[src/rtl/shift_pipelined_radix.sv]
// shift_pipelined_radix: radix-2^RADIX_BITS pipelined shifter/rotator with valid/ready flow control
module shift_pipelined_radix #(
  parameter int WIDTH = 13,
  parameter int RADIX_BITS = 2,
  parameter int TAG_W = 4,
  localparam int SHAMT_W = ($clog2(WIDTH) > 1) ? $clog2(WIDTH) : 1,
  localparam int STAGES = (SHAMT_W + RADIX_BITS - 1) / RADIX_BITS
)(
  input  logic               clk,
  input  logic               reset,
  input  logic [WIDTH-1:0]   in_data,
  input  logic [SHAMT_W-1:0] in_shamt,
  input  logic [1:0]         in_mode,
  input  logic [TAG_W-1:0]   in_tag,
  input  logic               in_valid,
  output logic               in_ready,
  output logic [WIDTH-1:0]   out_data,
  output logic [TAG_W-1:0]   out_tag,
  output logic               out_valid,
  input  logic               out_ready
);
  logic [STAGES-1:0]     r_valid;
  logic [WIDTH-1:0]      r_data [STAGES];
  logic [SHAMT_W-1:0]    r_shamt [STAGES];
  logic [1:0]            r_mode [STAGES];
  logic [TAG_W-1:0]      r_tag [STAGES];
  logic                  w_v [STAGES+1];
  logic [WIDTH-1:0]      w_d [STAGES+1];
  logic [SHAMT_W-1:0]    w_s [STAGES+1];
  logic [1:0]            w_m [STAGES+1];
  logic [TAG_W-1:0]      w_t [STAGES+1];
  logic [RADIX_BITS-1:0] w_dig [STAGES];
  logic [WIDTH-1:0]      w_nd [STAGES];
  logic [STAGES:0]       w_load;

  // Rotation uses displacement mod WIDTH so chained stages compose to shamt mod WIDTH
  function automatic logic [WIDTH-1:0] f_shift(input logic [WIDTH-1:0] x, input logic [1:0] m, input int d);
    logic [WIDTH-1:0] asr;
    int r;
    asr = $signed(x) >>> d;
    r = d % WIDTH;
    return m == 2'b00 ? x >> d : m == 2'b01 ? x << d : m == 2'b10 ? (x >> r) | (x << (WIDTH - r)) : asr;
  endfunction

  always_comb begin
    w_v[0] = in_valid;
    w_d[0] = in_data;
    w_s[0] = in_shamt;
    w_m[0] = in_mode;
    w_t[0] = in_tag;
    for (int s = 0; s < STAGES; s++) begin
      w_v[s+1] = r_valid[s];
      w_d[s+1] = r_data[s];
      w_s[s+1] = r_shamt[s];
      w_m[s+1] = r_mode[s];
      w_t[s+1] = r_tag[s];
    end
  end

  always_comb begin
    for (int s = 0; s < STAGES; s++) begin
      w_dig[s] = RADIX_BITS'((STAGES*RADIX_BITS)'(w_s[s]) >> (s * RADIX_BITS));
      w_nd[s] = w_d[s];
      for (int k = 0; k < 2**RADIX_BITS; k++)
        if (w_dig[s] == RADIX_BITS'(k)) w_nd[s] = f_shift(w_d[s], w_m[s], k << (s * RADIX_BITS));
    end
  end

  // A stage loads when empty or when its occupant moves on this cycle
  always_comb begin
    w_load[STAGES] = out_ready;
    for (int s = STAGES - 1; s >= 0; s--) w_load[s] = !r_valid[s] || w_load[s+1];
  end

  always_ff @(posedge clk) begin
    for (int s = 0; s < STAGES; s++)
      if (reset) begin
        r_valid[s] <= 1'b0;
        r_data[s]  <= '0;
        r_shamt[s] <= '0;
        r_mode[s]  <= '0;
        r_tag[s]   <= '0;
      end else if (w_load[s]) begin
        r_valid[s] <= w_v[s];
        if (w_v[s]) begin
          r_data[s]  <= w_nd[s];
          r_shamt[s] <= w_s[s];
          r_mode[s]  <= w_m[s];
          r_tag[s]   <= w_t[s];
        end
      end
  end

  assign in_ready  = w_load[0];
  assign out_valid = r_valid[STAGES-1];
  assign out_data  = r_data[STAGES-1];
  assign out_tag   = r_tag[STAGES-1];
endmodule

[config.mk]
export PLATFORM = sky130hd
export DESIGN_NAME = shift_pipelined_radix
export DESIGN_NICKNAME = d
export VERILOG_FILES = /design/src/rtl/shift_pipelined_radix.sv
export SDC_FILE = /design/constraint.sdc
export NUM_CORES = 1
export LEC_CHECK = 0
export CORE_AREA = 2 2 77 79
export DETAILED_ROUTE_END_ITERATION = 10
export DIE_AREA = 0 0 79 81
export PLACE_DENSITY = 0.89
export SLEW_MARGIN = 20
export SYNTH_ARGS = -nofsm -noshare
export SYNTH_HDL_FRONTEND = slang
export SYNTH_SLANG_ARGS = --single-unit
[constraint.sdc]
create_clock -name clk -period 1.8 [get_ports clk]
set_input_delay 0.27 -clock clk [delete_from_list [all_inputs] [get_ports clk]]
set_output_delay 0.27 -clock clk [all_outputs]
set_load 0.05 [all_outputs]
# Word level (Yosys, flattened, before mapping)

Memory sizes are Yosys's and may differ from the RTL's.
Index checks and enable logic that the tools add are counted.

Register bits: 2
Output and inout bits: 19
Logic and storage cells: 78
Input port bits: 27
Memories kept: 4
Memory bits (writable): 46

Eq/ne operators: 10
Reduce and logical (&&, ||, !) cells: 6
Multiplexer cells: 42
Bitwise gates (word level): 14

Memory list:

| name    | words | bits a word | read ports | clocked after memory_dff | write ports | line | source |
|---|---|---|---|---|---|---|---|
| r_data  | 2     | 13          | 2          | 0                        | 2           | 23   | `logic [WIDTH-1:0] r_data [STAGES];` |
| r_shamt | 2     | 4           | 1          | 0                        | 2           | 24   | `logic [SHAMT_W-1:0] r_shamt [STAGES];` |
| r_tag   | 2     | 4           | 2          | 0                        | 2           | 26   | `logic [TAG_W-1:0] r_tag [STAGES];` |
| r_mode  | 2     | 2           | 1          | 0                        | 2           | 25   | `logic [1:0] r_mode [STAGES];` |

Operator list:

| cell                                                 | number |
|---|---|
| two-way mux 13 bit                                   | 26 |
| two-way mux 4 bit                                    | 4 |
| OR 1 x 13 -> 13 bit                                  | 1 |
| OR 10 x 13 -> 13 bit                                 | 1 |
| OR 11 x 13 -> 13 bit                                 | 1 |
| OR 12 x 13 -> 13 bit                                 | 1 |
| OR 5 x 13 -> 13 bit                                  | 1 |
| OR 9 x 13 -> 13 bit                                  | 1 |
| equality test 2 bit (second input constant)          | 6 |
| two-way mux 1 bit                                    | 10 |
| equality test 2 x 1 -> 1 bit (second input constant) | 4 |
| OR 1 bit                                             | 8 |
| logical NOT 2 bit                                    | 2 |
| two-way mux 2 bit                                    | 2 |
| logical NOT 1 bit                                    | 2 |
| logical OR 1 bit                                     | 2 |

# Longest topological paths before layout

Depth in word-level cells: 8
Depth in mapped cells: 7
Gate-level depth less buffers: 4

# Least setup slack after synthesis

Ideal clock, no wire load.

Path type: register to register
From: register r_valid[1]
To: memory r_data[0][0] (enable)
Setup slack: -448 ps
Period minus slack after synthesis: 2248 ps
Cell stages (with the launch flop): 4
Data required time: 1393 ps
Arrival: 1840 ps
Setup time: 407 ps
Path buffers: 0
Cell sequence: dfxtp_1 nand3b_1 nand2_1 nand2b_1

RTL lines:

| what                             | line | source |
|---|---|---|
| start: declaration               | 22   | `logic [STAGES-1:0] r_valid;` |
| start signal: indexed assignment | 84   | `r_valid[s] <= w_v[s];` |
| end: declaration                 | 23   |  |

==> results.toml <==
[run_status]
status = "complete, no violations"

[yosys]
synth-async-reset-ratio_pct = 0
syn-num-nets = 347
syn_inst = 320
yosys.area_share.xor_xnor_pct = 0
synth_top_family_by_area = "compound AO/OA/AOI/OAI gates"
synth_area_per_cell_um2 = 9.30
ys_seq_area_share_pct = 39.7
ys_types = 61
ys_warn_count = 0
synthSimpleGateAreaFrac_pct = 21.7
yosys_register_bits = 40
synth_fa_ha_area_share_pct = 0
syn_area_um2 = 2980
yosys_most_used_dff = "edfxtp_1"
synthMuxAreaShare_pct = 7.44
synth-edff-count = 38
synth-compound-area-share_pct = 23.5

[placed_design]
placedCellCount = 451
dpl.hpwl_um = 5730
postPlaceCellArea_um2 = 3690
gp_congestion = 0.963
port_buffers = 45

[setup_path]
path_class = "flop to flop"
crit_chain = "buf_4 -> mux2i_1 -> o21ai_0 -> and2_1 -> a211o_1"
crit_path_max_incr_delay_ns = 0.53
worst_path_dominant_cell_family = "flip-flops"
critPathMaxFanout = 11
critPathArrivalTime_ns = 1.78
worstPathRequired_ns = 1.84
cp_num_buf_inv = 1
start_kind = "flop"
end_kind = "flop"
slowest_stage = "edfxtp_1"

[timing]
finalHoldViolations = 0
tns_ns = 0
rsz0062_at_grt = "false"
slew_headroom_pct = 64.3
maxSlewViolCount = 0
post-route-period-util_pct = 96.6
max_freq_ghz = 0.575
tightestPinTransition_ns = 0.535
setup_violations = 0
fin_skew_ns = 0.00921
fin_crit_ns = 1.74

[global_route]
grt-ovfl-total = 0
grt_start_max_net_pins = 28
antenna_found_initial = 0
grt_pass1_wl_um = 12300
grt_use_total_pct = 24.3
grt_pass1_vias = 2661

[drt]
viasPerCell = 6.20
ant_nets = 0
dr.pass1.iters = 5
drt_wl_total_um = 7770
avgRoutedWirePerCell_um = 16.8
drt_first_iter_violations = 300
drc = 0
num_vias = 2856

[worst_hold_path]
hp-class = "flop to flop"

[clock_network]
cts_tree = "yes"
clk_pin_slew_ns = 0.08
cts.hold.buffers_added = 0
cts_root_buf = "clkbuf_8"
max-clock-path-buffers = 2
cts_max_level = 2
cts_buffers = 5
clock_latency_ns = 0.29
clock_sinks = 40

[finish]
fillCellCount = 461
n_antenna_cell = 0
finalNonFillerCells = 461
final_nets = 412
fin_util_pct = 67.3
drive_gt1_share_pct = 18.9
syn2layout_area_growth_pct = 28.3
design_area_um2 = 3820

[floorplanning]
core_um2 = 5680
row_count = 28
die-area_um2 = 6400
die_h_um = 81
initial_utilization_pct = 52.4
die_w_um = 79
num_io_pins = 46

[job]
maxCapViolCount = 0

[pwr]
leakage_uw = 0.00149
p_per_area_nw_per_um2 = 679
vdd_ir_drop_max_uv = 389
## routing by layer
layer	global-route usage, %	vias to the layer above	routed length (µm)
met1	27.3	1314	2990
met4	12.6	0	262
li1	-	1344	-
met2	44.6	167	4030
met5	0	-	0
met3	3.67	31	487
## cells in the mapped netlist (3+ instances only)
cell type  count  area (µm²)
edfxtp_1      38        1140
nand2_1       31         116
a21oi_1       25         125
nor2_1        23        86.3
a31oi_1       18         113
and2_1        13        81.3
o21ai_0       13        65.1
mux2i_1       12         120
buf_2         11        55.1
nor2b_1       11        68.8
inv_1          8        30.0
nand3_1        8        40.0
clkbuf_1       7        26.3
buf_6          6        67.6
nand2b_1       6        37.5
nand4_1        6        37.5
nor3_1         6        30.0
buf_4          5        37.5
o2111a_1       5        56.3
a211o_1        4        35.0
a211oi_1       4        30.0
a311o_1        3        30.0
a311oi_1       3        26.3
and3b_1        3        26.3
mux2_2         3        33.8
mux4_2         3        67.6
o211ai_1       3        22.5
o21a_1         3        22.5
## sequential cells by signal, summed over array words and instances (netlist names)
name / flops
r_tag: 8
r_data: 26
r_valid: 2
r_shamt: 2
r_mode: 2
## power by group
part           leakage, µW  internal [µW]  switching (µW)
clock            0.0000532            404             303
combinational      0.00101            319             396
sequential        0.000430           1090            76.2
total              0.00149           1820             775
## final timing paths
check,startpoint,end,slack (ns),depth (start not counted)
worst max-delay path,r_mode[0][1]$_SDFFCE_PN0P_,r_data[1][3]$_SDFFCE_PN0P_,0.06,5
worst min-delay path,r_tag[0][3]$_SDFFCE_PN0P_,r_tag[1][3]$_SDFFCE_PN0P_,0.52,1
worst max register to register,r_mode[0][1]$_SDFFCE_PN0P_,r_data[1][3]$_SDFFCE_PN0P_,0.06,5
worst min register to register,r_tag[0][3]$_SDFFCE_PN0P_,r_tag[1][3]$_SDFFCE_PN0P_,0.52,1
## metrics by stage
stage	power [µW]	setup slack, ns	hold slack [ns]
floorplan	1620	-0.0121	0.399
global placement	1870	-0.244	0.490
detailed placement	1880	-0.323	0.513
CTS	2580	0.0641	0.519
global route	2680	0.0151	0.545
finish	2590	0.0619	0.518
## cells in the final DEF, fill, tap and decap left out, drive strengths merged, types with 2 or more instances in the layout
cell type | netlist | layout
buf | 23 | 45
clkdlybuf4s50 | 0 | 44
edfxtp | 38 | 38
nand2 | 32 | 32
a21oi | 25 | 25
nor2 | 24 | 24
a31oi | 19 | 19
o21ai | 14 | 14
and2 | 13 | 13
mux2i | 12 | 12
nor2b | 11 | 11
inv | 9 | 9
nand3 | 8 | 8
nor3 | 7 | 7
nand2b | 7 | 7
nand4 | 6 | 6
o2111a | 5 | 5
clkbuf | 8 | 5
a211oi | 4 | 4
a211o | 4 | 4
o21a | 3 | 3
a311o | 3 | 3
mux2 | 3 | 3
o211ai | 3 | 3
and3b | 3 | 3
a311oi | 3 | 3
mux4 | 3 | 3
or3 | 3 | 3
nand3b | 2 | 2
and3 | 2 | 2
o22ai | 2 | 2
a221o | 2 | 2
clkinv | 0 | 2
a21o | 2 | 2
dfxtp | 2 | 2
## what timing repair did
item	in CTS	in global routing
resized for setup	1	0
setup buffers	0	2
setup endpoints to repair	4	2
hold endpoints to repair	0	0
## cell families after synthesis
kind of cell / after synthesis
and+or+nand+nor: 122
AOI/OAI and AO/OA: 100
buffers and inverters: 40
muxes: 18
DFF: 40
## layout make-up
type	instances	area (µm²)	area share (%)
inverter	9	33.8	0.885
clock buffer	5	68.8	1.80
tap	75	93.8	2.46
timing repair buffer	89	828	21.7
clock inverter	3	37.5	0.983
multi-input combinational	240	1570	41.1
sequential	40	1180	31.0
## worst reg2reg max path, cell delays in order, from the launching register on
cell,delay [ns]
edfxtp_1,0.53
buf_4,0.25
mux2i_1,0.18
o21ai_0,0.09
and2_1,0.17
a211o_1,0.26
No activity file was read; power rests on OpenSTA's default activity.
